[config.mk]
export PLATFORM = sky130hd
export DESIGN_NAME = func3_select
export DESIGN_NICKNAME = d
export VERILOG_FILES = /design/src/rtl/func3_select_pkg.sv /design/src/rtl/func3_select_onehot_check.sv /design/src/rtl/func3_select.sv
export SDC_FILE = /design/constraint.sdc
export NUM_CORES = 1
export LEC_CHECK = 0
export BUFFER_PORTS_ARGS = -buffer_cell sky130_fd_sc_hd__buf_2
export CORE_AREA = 2 2 39 41
export DETAILED_ROUTE_END_ITERATION = 6
export DIE_AREA = 0 0 41 43
export GPL_ROUTABILITY_DRIVEN = 0
export SYNTH_ARGS = -nofsm -noshare
export SYNTH_HDL_FRONTEND = slang
export SYNTH_HIERARCHICAL = 1
export SYNTH_SLANG_ARGS = --single-unit
[constraint.sdc]
create_clock -name CLK -period 1.3 [get_ports CLK]
set_input_delay 0.13 -clock CLK [delete_from_list [all_inputs] [get_ports CLK]]
set_output_delay 0.13 -clock CLK [all_outputs]
set_load 0.01 [all_outputs]
[src/rtl/func3_select_pkg.sv]
// Shared control-unit definitions: instruction-class code layout and the
// mask of classes whose downstream units consume funct3.
package func3_select_pkg;

    localparam int unsigned CODE_W = 10;

    localparam int unsigned IDX_J     = 0;
    localparam int unsigned IDX_JALR  = 1;
    localparam int unsigned IDX_LUI   = 2;
    localparam int unsigned IDX_AUIPC = 3;
    localparam int unsigned IDX_B     = 4;
    localparam int unsigned IDX_R     = 5;
    localparam int unsigned IDX_S     = 6;
    localparam int unsigned IDX_ALU   = 7;
    localparam int unsigned IDX_LOAD  = 8;
    localparam int unsigned IDX_CSR   = 9;

    typedef logic [CODE_W-1:0] code_t;

    // Evaluates to 10'b1010100100; also consumed by the funct7 gate.
    localparam code_t PASS_MASK = code_t'((1 << IDX_LUI) | (1 << IDX_R) |
                                          (1 << IDX_ALU) | (1 << IDX_CSR));

endpackage

[src/rtl/func3_select_onehot_check.sv]
// Exactly-one-hot detector, shared by the control-unit gates.
module func3_select_onehot_check #(
    parameter int unsigned W = 10
) (
    input  logic [W-1:0] vec,
    output logic         onehot
);

    logic [W-1:0] vec_m1;

    // Clearing the lowest set bit leaves zero only for a single set bit.
    assign vec_m1 = vec - {{(W-1){1'b0}}, 1'b1};
    assign onehot = (vec != '0) && ((vec & vec_m1) == '0);

endmodule

[src/rtl/func3_select.sv]
// FUNC3 gate for the RV32I decoder: forwards funct3 only for classes that
// use it, plus a registered copy and a sticky illegal-class-code flag.
module func3_select
    import func3_select_pkg::*;
#(
    parameter logic [9:0] PASS_MASK = func3_select_pkg::PASS_MASK
) (
    input  logic       CLK,
    input  logic       RESET,
    input  logic [2:0] INSN,
    input  logic [9:0] CODE,
    output logic [2:0] FUNC3,
    output logic [2:0] FUNC3_Q,
    output logic       CODE_ERR
);

    logic       pass;
    logic       code_onehot;
    logic [2:0] func3_q_q, func3_q_d;
    logic       code_err_q, code_err_d;

    // Ternary keeps X/Z on INSN intact for pass-through classes.
    assign pass  = |(CODE & PASS_MASK);
    assign FUNC3 = pass ? INSN : 3'b000;

    func3_select_onehot_check #(
        .W (CODE_W)
    ) u_onehot_check (
        .vec    (CODE),
        .onehot (code_onehot)
    );

    always_comb begin
        func3_q_d  = FUNC3;
        code_err_d = code_err_q | ~code_onehot;
    end

    always_ff @(posedge CLK) begin
        if (RESET) begin
            func3_q_q  <= 3'b000;
            code_err_q <= 1'b0;
        end else begin
            func3_q_q  <= func3_q_d;
            code_err_q <= code_err_d;
        end
    end

    assign FUNC3_Q  = func3_q_q;
    assign CODE_ERR = code_err_q;

endmodule

==> run metrics, run 1 <==
total die area approximately 1800 um2; Hold Vio Cnt, Final 0; post-detailed-route count of antenna-violating nets 0; RSZ-0062 raised after global routing false; ant diodes 0; IO Port Bufs 21; placed cells between 60 and 70; Worst R2R End CODE_ERR; relative slew slack 74.6%; Hold Crit Depth 2; crit path launch type input pin; pwr/cell area slightly below 900 nW/um2; CTS tree yes; first-pass GRT wire length between 1 and 1.5 mm; initial antenna violation count 0; yosys warns 6; vias in the first global route 300; FF+latch count, synth 4; Finished Layout Cells slightly above 70; share of cells above drive strength 1 around half; Starting Density roughly 19%; WP data required roughly 1200 ps; most frequent cells in the layout buf_2 (21), dfxtp_1 (4); Die H approximately 43 um; Post-CTS Setup Bufs 0; Hold Crit Endpoint CODE_ERR; routed len/inst 9.20 um; Global Route Usage Sum 9.24%; Pleak around 0.19 nW; status complete, no violations; Post-Syn Instances 29; final wirelength 653 um; RR Startpoint CODE_ERR; CTS buffer count 3; worst vdd ir 0.394 mV; Final Critical Period between 1000 and 1500 ps; Critical Path AT between 1000 and 1500 ps; HPWL after detailed placement around 550 um; largest net degree at the start of global routing 7; syn nets 44; final global-route overflow total 0; TritonRoute pass-1 iters 3; post-synthesis sequential area ratio between 20 and 30%; Synth cell types 17; Clock Skew 0 ps; Core Region approximately 1400 um2; Gates resized, CTS repair 0; worst hold slack around 100 ps; setup_tns 0 ps; CP Capture Type output port; most common cell after layout, fill and taps aside buf_2; clk buf depth 2; Vias between 300 and 400; Clk Latency, worst-skew pair about 230 ps; worst hold path startpoint RESET; P&R area growth vs syn 60.7%; Final setup viols 0; Critical Path Fanout Max 6; cts hold-fix bufs 0; Vias per Instance 4.54; CTS clk-pin slew, worst paths around 40 ps; CTS HTree Levels 1; NumNets Final 72; row count 14; Mapped Avg Cell Area a little over 9 um2; reg2reg setup slack about 770 ps; Starting DRT DRC Count 2; DRC errors left 0; Worst Max-Slew Pin Slew 377 ps; chip width a little over 40 um; clock sinks 4; Fmax 880 MHz; Crit Path Class input pin to output port; Max Cap Viol 0; Netlist Area Pre-Place between 200 and 300 um2; final-report max-slew violation count 0; root buffer cell clkbuf_4; period utilisation layout between 80% and 90%; R2R depth 2; Min-Delay Path Class input pin to flip-flop; IO Pins 22
## layer usage
metal	track usage (%)	part of all wire (%)	up-vias
li1	-	-	163
met1	9.65	36	146
met4	6.00	0	0
met2	14.7	55	13
met3	3.14	8.9	0
met5	0	0	-
## final cells by class
class	count	area [um2]
Timing Repair Buffer	23	120
Tap cell	16	20.0
Clock buffer	3	22.5
Fill cell	149	953
Inverter	1	3.75
Multi-Input combinational cell	24	184
Sequential cell	4	80.1
## where the power goes
part / total (W) / switching (W) / internal (W) / leakage [nW]
Sequential: 0.000132 / 0.00000171 / 0.000130 / 0.0334
Clock: 0.000154 / 0.0000507 / 0.000103 / 0.0138
Combinational: 0.0000872 / 0.0000430 / 0.0000442 / 0.143
Total: 0.000373 / 0.0000954 / 0.000278 / 0.190
## worst max path at each step
stage                     slack [ps]       end    start
after floorplan                  240  CODE_ERR  CODE[1]
after global placement            30  CODE_ERR  CODE[1]
after detailed placement          20  CODE_ERR  CODE[1]
after CTS                        170  FUNC3[2]  CODE[2]
after global routing              80  FUNC3[1]  CODE[2]
final                            160  FUNC3[2]  CODE[2]
## worst max-delay path, cell delays in order
cell and delay (ps):
buf_2 100, buf_4 140, nor4_4 390, nor2b_1 90
buf_2 150
## kinds of logic (layout without fill, tap and decap cells)
group,count (synthesis),after routing,share of synthesized area (%)
buf+inv,1,27,1.40
flops,4,4,29.9
mux,1,1,3.74
compound gates,4,4,12.1
simple gates,17,17,45.8
xor+xnor,1,1,3.27
fa+ha+maj,1,1,3.74
## Yosys cell counts (all sizes together)
| library cell | count | share of area (%) |
|---|---|---|
| a211oi | 1 | 4.7 |
| a21oi | 2 | 3.7 |
| dfxtp | 4 | 30 |
| inv | 1 | 1.4 |
| maj3 | 1 | 3.7 |
| mux2i | 1 | 3.7 |
| nand2 | 1 | 1.4 |
| nand2b | 2 | 4.7 |
| nor2b | 3 | 7.0 |
| nor3 | 2 | 3.7 |
| nor3b | 3 | 8.4 |
| nor4 | 4 | 15 |
| nor4b | 1 | 3.3 |
| o32a | 1 | 3.7 |
| or3 | 1 | 2.3 |
| xnor2 | 1 | 3.3 |
## sequential cells by signal, indices dropped and copies added, names as in the netlist
signal,cells
CODE_ERR,1
FUNC3_Q,3
## through the flow
stage,utilization [%],area (um2),power (W),setup slack [ps]
floorplan,-,268,0.000167,238
global placement,29.5,408,0.000220,30.8
detailed placement,29.5,408,0.000221,17.2
CTS,31.1,430,0.000382,166
global route,31.1,430,0.000398,81.0
finish,31.1,430,0.000373,164
No activity file was read; power rests on OpenSTA's default activity.
==> run 2: changes to the inputs <==
--- a/config.mk
+++ b/config.mk
@@ -6,10 +6,13 @@
 export NUM_CORES = 1
 export LEC_CHECK = 0
 export BUFFER_PORTS_ARGS = -buffer_cell sky130_fd_sc_hd__buf_2
+export CELL_PAD_IN_SITES_DETAIL_PLACEMENT = 1
+export CELL_PAD_IN_SITES_GLOBAL_PLACEMENT = 1
 export CORE_AREA = 2 2 39 41
 export DETAILED_ROUTE_END_ITERATION = 6
 export DIE_AREA = 0 0 41 43
 export GPL_ROUTABILITY_DRIVEN = 0
+export PLACE_DENSITY = 0.73
 export SYNTH_ARGS = -nofsm -noshare
 export SYNTH_HDL_FRONTEND = slang
 export SYNTH_HIERARCHICAL = 1
==> run metrics, run 2 (synthesized netlist as in run 1, its figures left out) <==
Pleak 0.190 nW (unchanged); Crit Path Class input pin to output port; Final setup viols 0 (unchanged); root buffer cell clkbuf_4; IO Pins 22 (unchanged); Hold Vio Cnt, Final 0 (unchanged); placed cells 68 (unchanged); Max Cap Viol 0 (unchanged); CTS HTree Levels 1 (unchanged); ant diodes 0 (unchanged); largest net degree at the start of global routing 7 (unchanged); CTS clk-pin slew, worst paths 40 ps (about the same); routed len/inst 10.7 um (+17%); post-detailed-route count of antenna-violating nets 0 (unchanged); relative slew slack 72.2% (-2.4 points); clk buf depth 2 (unchanged); NumNets Final 72 (unchanged); total die area 1760 um2 (unchanged); clock sinks 4 (unchanged); worst hold slack 109 ps (+7.41 ps); final-report max-slew violation count 0 (unchanged); Starting DRT DRC Count 2 (unchanged); Fmax 880 MHz (about the same); Worst Max-Slew Pin Slew 413 ps (+36.0 ps); post-place instance area 408 um2 (unchanged); Clk Latency, worst-skew pair 230 ps (about the same); CTS tree yes; row count 14 (unchanged); CTS buffer count 3 (unchanged); crit path launch type input pin; Critical Path AT 1010 ps (about the same); Starting Density 19.3% (unchanged); worst vdd ir 0.382 mV (-3.0%); post-route cell area 430 um2 (unchanged); Post-CTS Setup Bufs 0 (unchanged); Critical Path Fanout Max 6 (unchanged); cts hold-fix bufs 0 (unchanged); Global Route Usage Sum 11.1% (+1.9 points); # fillers 172 (+15%); Final Critical Period 1140 ps (+0.459 ps); Clock Skew 0 ps (unchanged); period utilisation layout 87.4% (about the same); TritonRoute pass-1 iters 2 (-1); Min-Delay Path Class input pin to flip-flop; DRC errors left 0 (unchanged); Finished Layout Cells 71 (unchanged); WP data required 1170 ps (about the same); number of flip-flops in the largest register 3 (unchanged); CP Capture Type output port; Vias 336 (+4.3%); Die H 43 um (unchanged); Core Region 1380 um2 (unchanged); pwr/cell area 871 nW/um2 (+0.42%); RSZ-0062 raised after global routing false; status complete, no violations; HPWL after detailed placement 669 um (+21%); first-pass GRT wire length 1.29 mm (+15%); most common cell after layout, fill and taps aside buf_2; IO Port Bufs 21 (unchanged); initial antenna violation count 0 (unchanged); P&R area growth vs syn 60.7% (unchanged); Overall Power 0.000375 W (+0.42%); share of cells above drive strength 1 50.9% (unchanged); vias in the first global route 339 (+13%); final wirelength 762 um (+17%); Vias per Instance 4.73 (+4.3%); final global-route overflow total 0 (unchanged); most frequent cells in the layout buf_2 (21), dfxtp_1 (4); Gates resized, CTS repair 0 (unchanged); Final Core Density 31.1% (unchanged); chip width 41 um (unchanged)
-- run 2: cell counts in the layout (fill, tap and decap cells not counted) --
No cell type changed its count.
-- run 2: critical path: stages --
cell and delay [ps]:
buf_2 110, buf_4 140, nor4_4 380, nor2b_1 90, buf_2 150
-- run 2: worst paths after layout --
kind	start	depth (start not counted)	endpoint	slack [ps]
worst max-delay path	CODE[2]	5	FUNC3[2]	160
worst min-delay path	RESET	2	FUNC3_Q[0]	110
worst min register to register	CODE_ERR	2	CODE_ERR	450
worst max register to register	CODE_ERR	2	CODE_ERR	750
-- run 2: per-layer routing --
| metal | GRT usage, % | vias up | wire length, um |
|---|---|---|---|
| met1 | 9.29 | 155 | 260 |
| li1 | - | 164 | - |
| met5 | 0 | - | 0 |
| met4 | 8.00 | 0 | 8 |
| met3 | 5.24 | 2 | 81 |
| met2 | 18.8 | 15 | 412 |
-- run 2: area by class of cell --
cell class	count	area, um2	share of cell area [%]
clock buffers	3	22.5	5.23
inverters	1	3.75	0.872
multi-input cells	24	184	42.7
flip-flops and latches	4	80.1	18.6
well taps	16	20.0	4.65
repair buffers	23	120	27.9
-- run 2: report_power, final --
| group | leakage, nW | switching (W) | total [W] | internal [W] |
|---|---|---|---|---|
| Combinational | 0.143 | 0.0000446 | 0.0000889 | 0.0000443 |
| Sequential | 0.0334 | 0.00000180 | 0.000132 | 0.000130 |
| Clock | 0.0138 | 0.0000504 | 0.000154 | 0.000103 |
| Total | 0.190 | 0.0000968 | 0.000375 | 0.000278 |
-- run 2: stage by stage --
step / TNS, ps / setup slack, ps
2_1_floorplan: 0 / 238
3_3_place_gp: 0 / 10.2
3_5_place_dp: -40.6 / -40.6
4_1_cts: 0 / 151
5_1_grt: 0 / 71.1
6_report: 0 / 163
==> run 3: changes to the inputs <==
--- a/config.mk
+++ b/config.mk
@@ -12,7 +12,7 @@
 export DETAILED_ROUTE_END_ITERATION = 6
 export DIE_AREA = 0 0 41 43
 export GPL_ROUTABILITY_DRIVEN = 0
-export PLACE_DENSITY = 0.73
+export PLACE_DENSITY = 0.72
 export SYNTH_ARGS = -nofsm -noshare
 export SYNTH_HDL_FRONTEND = slang
 export SYNTH_HIERARCHICAL = 1
==> run metrics, run 3 (synthesized netlist as in run 1, its figures left out) <==
Vias per Instance 4.60 (-2.8%); relative slew slack 75.3% (+3.1 points); ant diodes 0 (unchanged); cts hold-fix bufs 0 (unchanged); chip width 41 um (unchanged); clock sinks 4 (unchanged); initial antenna violation count 0 (unchanged); largest net degree at the start of global routing 7 (unchanged); CTS tree yes; CP Capture Type output port; Die H 43 um (unchanged); Clk Latency, worst-skew pair 230 ps (about the same); Hold Crit Depth 2 (unchanged); routed len/inst 10.6 um (-1.4%); Min-Delay Path Class input pin to flip-flop; final global-route overflow total 0 (unchanged); DRC errors left 0 (unchanged); total die area 1760 um2 (unchanged); vias in the first global route 338 (-0.29%); most frequent cells in the layout buf_2 (21), dfxtp_1 (4); Worst Max-Slew Pin Slew 366 ps (-46.4 ps); Final setup viols 0 (unchanged); Pleak 0.185 nW (-2.5%); Critical Path AT 980 ps (-30 ps); HPWL after detailed placement 660 um (-1.4%); first-pass GRT wire length 1.26 mm (-2.2%); CTS HTree Levels 1 (unchanged); Core Region 1380 um2 (unchanged); Global Route Usage Sum 10.7% (-0.41 points); period utilisation layout 85.7% (-1.7 points); final wirelength 741 um (-2.8%); clk buf depth 2 (unchanged); Gates resized, CTS repair 0 (unchanged); row count 14 (unchanged); status complete, no violations; Starting Density 19.3% (unchanged); IO Port Bufs 21 (unchanged); RSZ-0062 raised after global routing false; # fillers 174 (+1.2%); Overall Power 0.000368 W (-1.9%); crit path launch type input pin; Seq. cell area 80.1 um2 (unchanged); post-route cell area 423 um2 (-1.7%); final-report max-slew violation count 0 (unchanged); TritonRoute pass-1 iters 2 (unchanged); NumNets Final 71 (-1.4%); Hold Vio Cnt, Final 0 (unchanged); Fmax 897 MHz (+2.0%); number of flip-flops in the largest register 3 (unchanged); Final Critical Period 1110 ps (-22.2 ps); pwr/cell area 870 nW/um2 (-0.14%); Crit Path Class input pin to output port; worst hold slack 117 ps (+7.47 ps); post-place instance area 400 um2 (-1.8%); CTS clk-pin slew, worst paths 40 ps (about the same); Post-CTS Setup Bufs 0 (unchanged); most common cell after layout, fill and taps aside buf_2; P&R area growth vs syn 57.9%; root buffer cell clkbuf_4; post-detailed-route count of antenna-violating nets 0 (unchanged); CTS buffer count 3 (unchanged); share of cells above drive strength 1 50.0% (-0.91 points); Clock Skew 0 ps (unchanged); IO Pins 22 (unchanged); Multi-input gate area 184 um2 (unchanged); WP data required 1170 ps (about the same); R2R depth 2 (unchanged); Critical Path Fanout Max 6 (unchanged); Starting DRT DRC Count 2 (unchanged); worst vdd ir 0.376 mV (-1.6%); Vias 322 (-4.2%); Max Cap Viol 0 (unchanged)
[run 3: worst paths after layout]
kind	slack, ps	startpoint	endpoint
min	120	RESET	CODE_ERR
max reg2reg	770	CODE_ERR	CODE_ERR
min reg2reg	450	CODE_ERR	CODE_ERR
max	190	CODE[2]	FUNC3[0]
[run 3: through the flow]
step                TNS [ps]  std cells  utilization [%]  worst slack, ps
finish                     0         70             30.6              186
global route               0         70             30.6             89.3
CTS                        0         70             30.6              164
detailed placement     -4.63         67             28.9            -4.63
global placement           0         67             28.9             26.9
floorplan                  0         29                -              238
[run 3: critical path: stages]
cell     delay (ps)
buf_2           110
buf_4           140
nor4_4          370
nor2b_1          80
buf_2           150
[run 3: routing by layer]
| layer | global-route usage [%] | wire length, um |
|---|---|---|
| met5 | 0 | 0 |
| met4 | 8.00 | 0 |
| met3 | 4.71 | 77 |
| met2 | 16.9 | 392 |
| met1 | 10.2 | 271 |
[run 3: layout make-up]
type	count	share of cell area [%]
clock buffers	3	5.33
inverters	1	0.888
multi-input cells	24	43.5
flip-flops and latches	4	18.9
well taps	16	4.73
repair buffers	22	26.6
[run 3: power breakdown]
| group | leakage [nW] | switching, W | internal [W] |
|---|---|---|---|
| Combinational | 0.138 | 0.0000438 | 0.0000423 |
| Sequential | 0.0334 | 0.00000182 | 0.000130 |
| Clock | 0.0138 | 0.0000464 | 0.000103 |
| Total | 0.185 | 0.0000920 | 0.000276 |
